## src/rtl/data_frame_parser.sv

```systemverilog
// Receive side of the trigger data-frame stream: validates header/data/footer, forwards samples, reports metadata.
// Optional statistics counters are built when DATA_FRAME_PARSER_STATS_EN is defined.
module data_frame_parser #(
    parameter int         CHANNEL_ID             = 0,
    parameter int         MAX_FRAME_LENGTH       = 200,
    parameter int         TIME_STAMP_WIDTH       = 48,
    parameter int         FIRST_TIME_STAMP_WIDTH = 32,
    parameter int         DIN_WIDTH              = 64,
    parameter logic [7:0] HEADER_ID              = 8'hAA,
    parameter logic [7:0] FOOTER_ID              = 8'h55
) (
    input  logic                        RD_CLK,
    input  logic                        RD_RESET,
    input  logic [DIN_WIDTH-1:0]        DIN,
    input  logic                        iVALID,
    output logic                        oREADY,
    output logic [DIN_WIDTH-1:0]        SAMPLE_DATA,
    output logic                        SAMPLE_VALID,
    output logic                        SAMPLE_LAST,
    input  logic                        SAMPLE_READY,
    output logic                        FRAME_DONE,
    output logic [7:0]                  FRAME_CH,
    output logic [15:0]                 FRAME_LEN,
    output logic [TIME_STAMP_WIDTH-1:0] FRAME_TIMESTAMP,
    input  logic                        ERR_CLEAR,
    output logic [3:0]                  ERR_FLAGS
`ifdef DATA_FRAME_PARSER_STATS_EN
    ,
    output logic [31:0]                 GOOD_FRAME_CNT,
    output logic [31:0]                 ERR_FRAME_CNT
`endif
);

    typedef enum logic [1:0] {S_IDLE, S_DATA, S_FOOTER, S_SKIP} state_t;

    state_t                            r_state;
    logic [15:0]                       r_remaining;
    logic [7:0]                        r_ch;
    logic [15:0]                       r_len;
    logic [FIRST_TIME_STAMP_WIDTH-1:0] r_ts_lo;

    logic        w_accept;
    logic [7:0]  w_marker;
    logic [15:0] w_len;
    logic        w_is_header;
    logic        w_is_footer;
    logic        w_len_ok;
    logic        w_ch_bad;
    logic [3:0]  w_err_set;

    // Backpressure only applies while a data word would overwrite an undrained sample.
    assign oREADY      = (r_state != S_DATA) | ~SAMPLE_VALID | SAMPLE_READY;
    assign w_accept    = iVALID & oREADY;
    assign w_marker    = DIN[63:56];
    assign w_len       = DIN[47:32];
    assign w_is_header = (w_marker == HEADER_ID);
    assign w_is_footer = (w_marker == FOOTER_ID);
    assign w_len_ok    = (w_len >= 16'd1) && (w_len <= 16'(MAX_FRAME_LENGTH));
    assign w_ch_bad    = (DIN[55:48] != 8'(CHANNEL_ID));

    always_comb begin
        w_err_set = '0;
        if (w_accept) begin
            case (r_state)
                S_IDLE: begin
                    if (w_is_header) begin
                        w_err_set[1] = ~w_len_ok;
                        w_err_set[3] = w_ch_bad;
                    end else begin
                        w_err_set[0] = 1'b1;
                    end
                end
                S_FOOTER: w_err_set[2] = ~w_is_footer;
                default:  w_err_set    = '0;
            endcase
        end
    end

    always_ff @(posedge RD_CLK or posedge RD_RESET) begin
        if (RD_RESET) begin
            r_state         <= S_IDLE;
            r_remaining     <= '0;
            r_ch            <= '0;
            r_len           <= '0;
            r_ts_lo         <= '0;
            SAMPLE_DATA     <= '0;
            SAMPLE_VALID    <= 1'b0;
            SAMPLE_LAST     <= 1'b0;
            FRAME_DONE      <= 1'b0;
            FRAME_CH        <= '0;
            FRAME_LEN       <= '0;
            FRAME_TIMESTAMP <= '0;
            ERR_FLAGS       <= '0;
        end else begin
            FRAME_DONE <= 1'b0;
            // A new error in the clearing cycle survives the clear.
            ERR_FLAGS  <= (ERR_CLEAR ? 4'b0000 : ERR_FLAGS) | w_err_set;
            if (SAMPLE_VALID && SAMPLE_READY) begin
                SAMPLE_VALID <= 1'b0;
                SAMPLE_LAST  <= 1'b0;
            end
            if (w_accept) begin
                case (r_state)
                    S_IDLE: begin
                        if (w_is_header) begin
                            r_ch        <= DIN[55:48];
                            r_len       <= w_len;
                            r_ts_lo     <= DIN[FIRST_TIME_STAMP_WIDTH-1:0];
                            r_remaining <= w_len;
                            r_state     <= w_len_ok ? S_DATA : S_SKIP;
                        end
                    end
                    S_DATA: begin
                        SAMPLE_DATA  <= DIN;
                        SAMPLE_VALID <= 1'b1;
                        SAMPLE_LAST  <= (r_remaining == 16'd1);
                        r_remaining  <= r_remaining - 16'd1;
                        if (r_remaining == 16'd1) r_state <= S_FOOTER;
                    end
                    S_FOOTER: begin
                        if (w_is_footer) begin
                            FRAME_TIMESTAMP <= TIME_STAMP_WIDTH'({DIN[55:40], r_ts_lo});
                            FRAME_CH        <= r_ch;
                            FRAME_LEN       <= r_len;
                            FRAME_DONE      <= 1'b1;
                            r_state         <= S_IDLE;
                        end else begin
                            r_state <= S_SKIP;
                        end
                    end
                    default: begin
                        if (w_is_footer) r_state <= S_IDLE;
                    end
                endcase
            end
        end
    end

`ifdef DATA_FRAME_PARSER_STATS_EN
    logic w_to_skip;
    assign w_to_skip = w_accept &
                       (((r_state == S_IDLE) & w_is_header & ~w_len_ok) |
                        ((r_state == S_FOOTER) & ~w_is_footer));

    always_ff @(posedge RD_CLK or posedge RD_RESET) begin
        if (RD_RESET) begin
            GOOD_FRAME_CNT <= '0;
            ERR_FRAME_CNT  <= '0;
        end else begin
            if (FRAME_DONE) GOOD_FRAME_CNT <= GOOD_FRAME_CNT + 32'd1;
            if (w_to_skip)  ERR_FRAME_CNT  <= ERR_FRAME_CNT + 32'd1;
        end
    end
`else
    // Statistics counters are not built in this configuration.
`endif

endmodule

```

## config.mk

```make
export PLATFORM = sky130hd
export DESIGN_NAME = data_frame_parser
export DESIGN_NICKNAME = d
export VERILOG_FILES = /design/src/rtl/data_frame_parser.sv
export SDC_FILE = /design/constraint.sdc
export NUM_CORES = 1
export LEC_CHECK = 0
export ABC_AREA = 1
export BUFFER_PORTS_ARGS = -buffer_cell sky130_fd_sc_hd__buf_2
export CAP_MARGIN = 20
export CORE_MARGIN = 2
export CORE_UTILIZATION = 32
export DETAILED_ROUTE_END_ITERATION = 8
export GPL_TIMING_DRIVEN = 1
export PLACE_DENSITY = 0.58
export SLEW_MARGIN = 10
export SYNTH_ARGS = -nofsm -noshare
export SYNTH_HDL_FRONTEND = slang
export SYNTH_SLANG_ARGS = --single-unit
export TNS_END_PERCENT = 30
```

## constraint.sdc

```tcl
create_clock -name RD_CLK -period 6.8 [get_ports RD_CLK]
set_clock_uncertainty 0.05 [all_clocks]
set_input_delay 1.36 -clock RD_CLK [delete_from_list [all_inputs] [get_ports RD_CLK]]
set_output_delay 1.36 -clock RD_CLK [all_outputs]
set_load 0.02 [all_outputs]
```

* After elaboration in Yosys (flattened, before gate mapping) *
Index checks and enable logic that the tools add are counted.

cells by class
  add/sub/neg operators = 1
  multiply operators = 0
  divide/modulo/power cells = 0
  $lt $le $gt $ge = 2
  equality and inequality tests = 8
  shift operators = 0
  muxes and demuxes = 25
  bitwise gates (word level) = 7
  reduce and logical (&&, ||, !) cells = 11

operators with widths
  operator                                               number
  case mux 16 bit (2 select lines)                       1
  equality test 16 x 1 -> 1 bit (second input constant)  1
  >= comparator 16 x 1 -> 1 bit (second input constant)  1
  <= comparator 16 x 8 -> 1 bit (second input constant)  1
  2-to-1 mux 16 bit                                      1
  subtractor 16 x 1 -> 16 bit (second input constant)    1
  2-to-1 mux 1 bit                                       14
  2-to-1 mux 2 bit                                       6
  AND reduction 3 bit                                    3
  equality test 8 x 7 -> 1 bit (second input constant)   1
  equality test 8 bit (second input constant)            1
  2-to-1 mux 4 bit                                       2
  nonzero test 8 bit                                     1
  case mux 2 bit (3 select lines)                        1
  != test 2 bit (second input constant)                  2
  OR 4 bit                                               1
  AND reduction 4 bit                                    1
  nonzero test 4 bit                                     1
  inverter 1 bit                                         3
  equality test 2 x 1 -> 1 bit (second input constant)   1
  equality test 2 bit (second input constant)            1
  logical AND 1 bit                                      2
  zero test 2 bit                                        1
  != test 2 x 1 -> 1 bit (second input constant)         1
  other kinds (4)                                        5

storage, ports and cells
  bits in registers = 217
  latch bits = 0
  memory bits (writable) = 0
  ROM bits = 0
  output and inout port bits = 144
  word-level logic and storage cells = 67
  memories = 0

* Longest topological paths before layout *
  depth in word-level cells = 7
  depth in mapped cells = 11
  mapped depth without buffers = 11

* Worst setup path before layout *
No wires, ideal clock.

  kind = input to output
  from = in SAMPLE_READY
  to = out oREADY
  arrival time = 1.579 ns
  slack = 3.811 ns
  stages on the path = 2
  cells stage by stage = nor2_1 nand2_2

on the way
  longest elaborated chain between the ends = 1

ends and longest elaborated chain
  item         line  RTL
  from (decl)  20    input logic SAMPLE_READY,
  OR 1 bit     52    assign oREADY = (r_state != S_DATA) | ~SAMPLE_VALID | SAMPLE_READY;
  to (decl)    16    output logic oREADY,

Every way passes these cells.

* Worst setup path after layout *
  from = reg r_state[0]
  to = out oREADY

on the way
  longest elaborated chain between the ends = 3

ends and longest elaborated chain
  item                    line  RTL
  from (decl)             36    state_t r_state;
  from (signal assigned)  110   r_state <= w_len_ok ? S_DATA : S_SKIP;
  != test 2 x 1 -> 1 bit  52
  OR 1 bit (2 in series)  52

Every way passes these cells.

==> results_dict.tcl <==
set metrics [dict create \
    wl_um 23200 \
    max_stage_delay_ns 0.54 \
    post-dp-hpwl_um 15400 \
    overflow 0 \
    slowest_stage "nor2_4" \
    fmax_mhz 304 \
    track_usage_pct 15.8 \
    synth_area_per_cell_um2 8.82 \
    synth_fp_nets 1083 \
    num_rows 61 \
    hp-class "flop to flop" \
    drt.antenna.violating_nets 0 \
    cts_max_level 1 \
    layout_common_cells "396 x nand2_1, 217 x dfrtp_1, 212 x buf_2, 130 x o21ai_0, 85 x inv_1" \
    initialDrtViolationCount 509 \
    seq_area_frac_synth_pct 60.8 \
    cts.sinks 217 \
    yosysUniqueCellTypes 29 \
    grt_pass1_wl_um 37000 \
    grt_max_degree 114 \
    io_buffer_count 212 \
    layout-drive-gt1-share_pct 24.3 \
    setup_ws_ns 3.51 \
    grt_pass1_vias 6840 \
    synthXorXnorAreaFrac_pct 0.0981 \
    post_cts_resized 0 \
    via_count 7148 \
    period_needed_ns 3.29 \
    pin_count 213 \
    drt_pre_antenna_iters 5 \
    drv_slew 0 \
    ir_drop_mv 0.171 \
    required_ns 5.39 \
    die_w_um 171 \
    wl_per_cell_um 14.4 \
    path_max_fanout 28 \
    synth_fa_ha_area_share_pct 0.280 \
    grt_busiest_layer "met2" \
    relSlewSlack_pct 34.0 \
    setup_tns_ns 0 \
    hold_viol_final 0 \
    antenna_found_initial 0 \
    cts_hold_buf 0 \
    netlist_area_um2 8930 \
    mostFrequentLayoutCell "nand2_1" \
    die_h_um 171 \
    leakage_nw 6.16 \
    synthArstFlopShare_pct 100 \
    fin_nets 1286 \
    crit_type "flop to output port" \
    cts_setup_buffers 0 \
    maxCapViolations 0 \
    worst_pin_slew_ns 0.990 \
    via_per_inst 4.43 \
    worstSkewPairLatency_ns 0.52 \
    cts_root_buf "clkbuf_16" \
    critPathCaptureType "output port" \
    use_met3_pct 2.85 \
    route.detailed.drc 0 \
    area_growth_pct 25.5 \
    cts_inserted_buffers 25 \
    synth_compound_area_share_pct 10.7 \
    path_cells "inv_2 > nor2_4 > nand2_2 > buf_2" \
    power_density_nw_per_um2 385 \
    period_share_pct 48.4 \
    synth_top_family_by_area "simple AND/OR/NAND/NOR gates" \
    rsz0062_at_grt "false" \
    cts.clk_slew.worst_paths_ns 0.06 \
    initial_utilization_pct 32.3 \
    critPathArrivalTime_ns 1.88 \
    die-area_um2 29300 \
    place_ws_ns 3.19 \
    insertedDiodeCount 0 \
    core_area_um2 27600 \
    synth_edf_count 0 \
    finalSetupViolCount 0 \
    synth_mux_area_share_pct 0.252 \
    use_met1_pct 21.9 \
    yosysWarnings 0 \
    place_congestion 0.834 \
    synthFlopType "dfrtp_1" \
    final_core_util_pct 40.6 \
    grtUsageMet2_pct 25.6 \
    ys_ff_latch 217 \
    yosys.area_share.simple_pct 21.3 \
    cts_buffer_depth 3 \
    nFillCells 2847 \
    cts_tree "built" \
    status "finished, final reports clean" \
    syn_inst 1012 \
    startpoint_type "flop" \
]
cell type report:
type | count | area [um^2] | share of cell area (%)
clock buffer | 37 | 731 | 6.52
clock inverter | 9 | 126 | 1.13
inverter | 91 | 345 | 3.08
multi-input combinational | 659 | 2940 | 26.2
sequential | 217 | 5430 | 48.5
tap | 378 | 473 | 4.22
timing repair buffer | 221 | 1160 | 10.4
worst max-delay path: cells and delay by family, from the launching register on:
kind                   cells  cell delay (ns)
AND/OR/NAND/NOR            2             0.65
flip-flops                 1             0.43
buffers and inverters      2             0.29
through the flow:
stage | instances | total power [W] | hold slack (ns) | area [um^2]
after detailed placement | 1564 | 0.00296 | 0.401 | 10300
after global routing | 1612 | 0.00460 | 0.430 | 11200
after CTS | 1610 | 0.00438 | 0.415 | 11200
final | 1612 | 0.00431 | 0.414 | 11200
after global placement | 1564 | 0.00293 | 0.397 | 10300
after floorplan | 1012 | 0.00259 | 0.392 | 8930
layer usage:
| metal | share of wire, % | vias to the layer above |
|---|---|---|
| met1 | 47 | 3364 |
| met4 | 1.7 | 0 |
| met2 | 46 | 180 |
| met5 | 0 | - |
| li1 | - | 3576 |
| met3 | 5.2 | 28 |
cell families after synthesis:
group / Yosys count
and+or+nand+nor: 485
DFF: 217
xor gates and xnor gates: 1
muxes: 2
adders and majority gates: 2
buffers and inverters: 136
AOI/OAI and AO/OA: 169
where the power goes:
group	total, W	switching (W)	internal [W]
registers	0.00172	0.000166	0.00155
logic	0.00121	0.000819	0.000391
clock network	0.00139	0.000529	0.000856
total	0.00431	0.00151	0.00280
sequential cells by signal (all words and copies together), names as in the netlist, 4 cells and up:
signal / count
ERR_FLAGS: 4
FRAME_CH: 8
FRAME_LEN: 16
FRAME_TIMESTAMP: 48
SAMPLE_DATA: 64
r_ch: 8
r_len: 16
r_remaining: 16
r_ts_lo: 32
path summary, 6_finish.rpt:
kind / slack (ns) / cells after the start / startpoint / end
max in group asynchronous: 4.65 / 4 / RD_RESET / ERR_FLAGS[1]
min in group asynchronous: 0.74 / 2 / RD_RESET / SAMPLE_DATA[3]
max: 3.51 / 4 / r_state[0] / oREADY
min: 0.41 / 2 / r_ts_lo[31] / FRAME_TIMESTAMP[31]
max reg2reg: 3.70 / 8 / r_state[0] / SAMPLE_VALID
min reg2reg: 0.41 / 2 / r_ts_lo[31] / FRAME_TIMESTAMP[31]
cell usage after synthesis (2+ instances only):
| cell type | instances | area [um^2] |
|---|---|---|
| nand2_1 | 396 | 1490 |
| dfrtp_1 | 217 | 5430 |
| o21ai_0 | 130 | 651 |
| inv_1 | 86 | 323 |
| nor2_1 | 47 | 176 |
| nand3_1 | 30 | 150 |
| o21ai_2 | 27 | 236 |
| buf_2 | 21 | 105 |
| clkbuf_1 | 15 | 56.3 |
| o21ai_1 | 7 | 35.0 |
| buf_6 | 5 | 56.3 |
| inv_2 | 5 | 18.8 |
| nand4_1 | 5 | 31.3 |
| buf_4 | 2 | 15.0 |
| ha_1 | 2 | 25.0 |
| mux2_1 | 2 | 22.5 |
| nor3_1 | 2 | 10.0 |
| o21bai_1 | 2 | 15.0 |
Power figures use the tool's default switching activity.
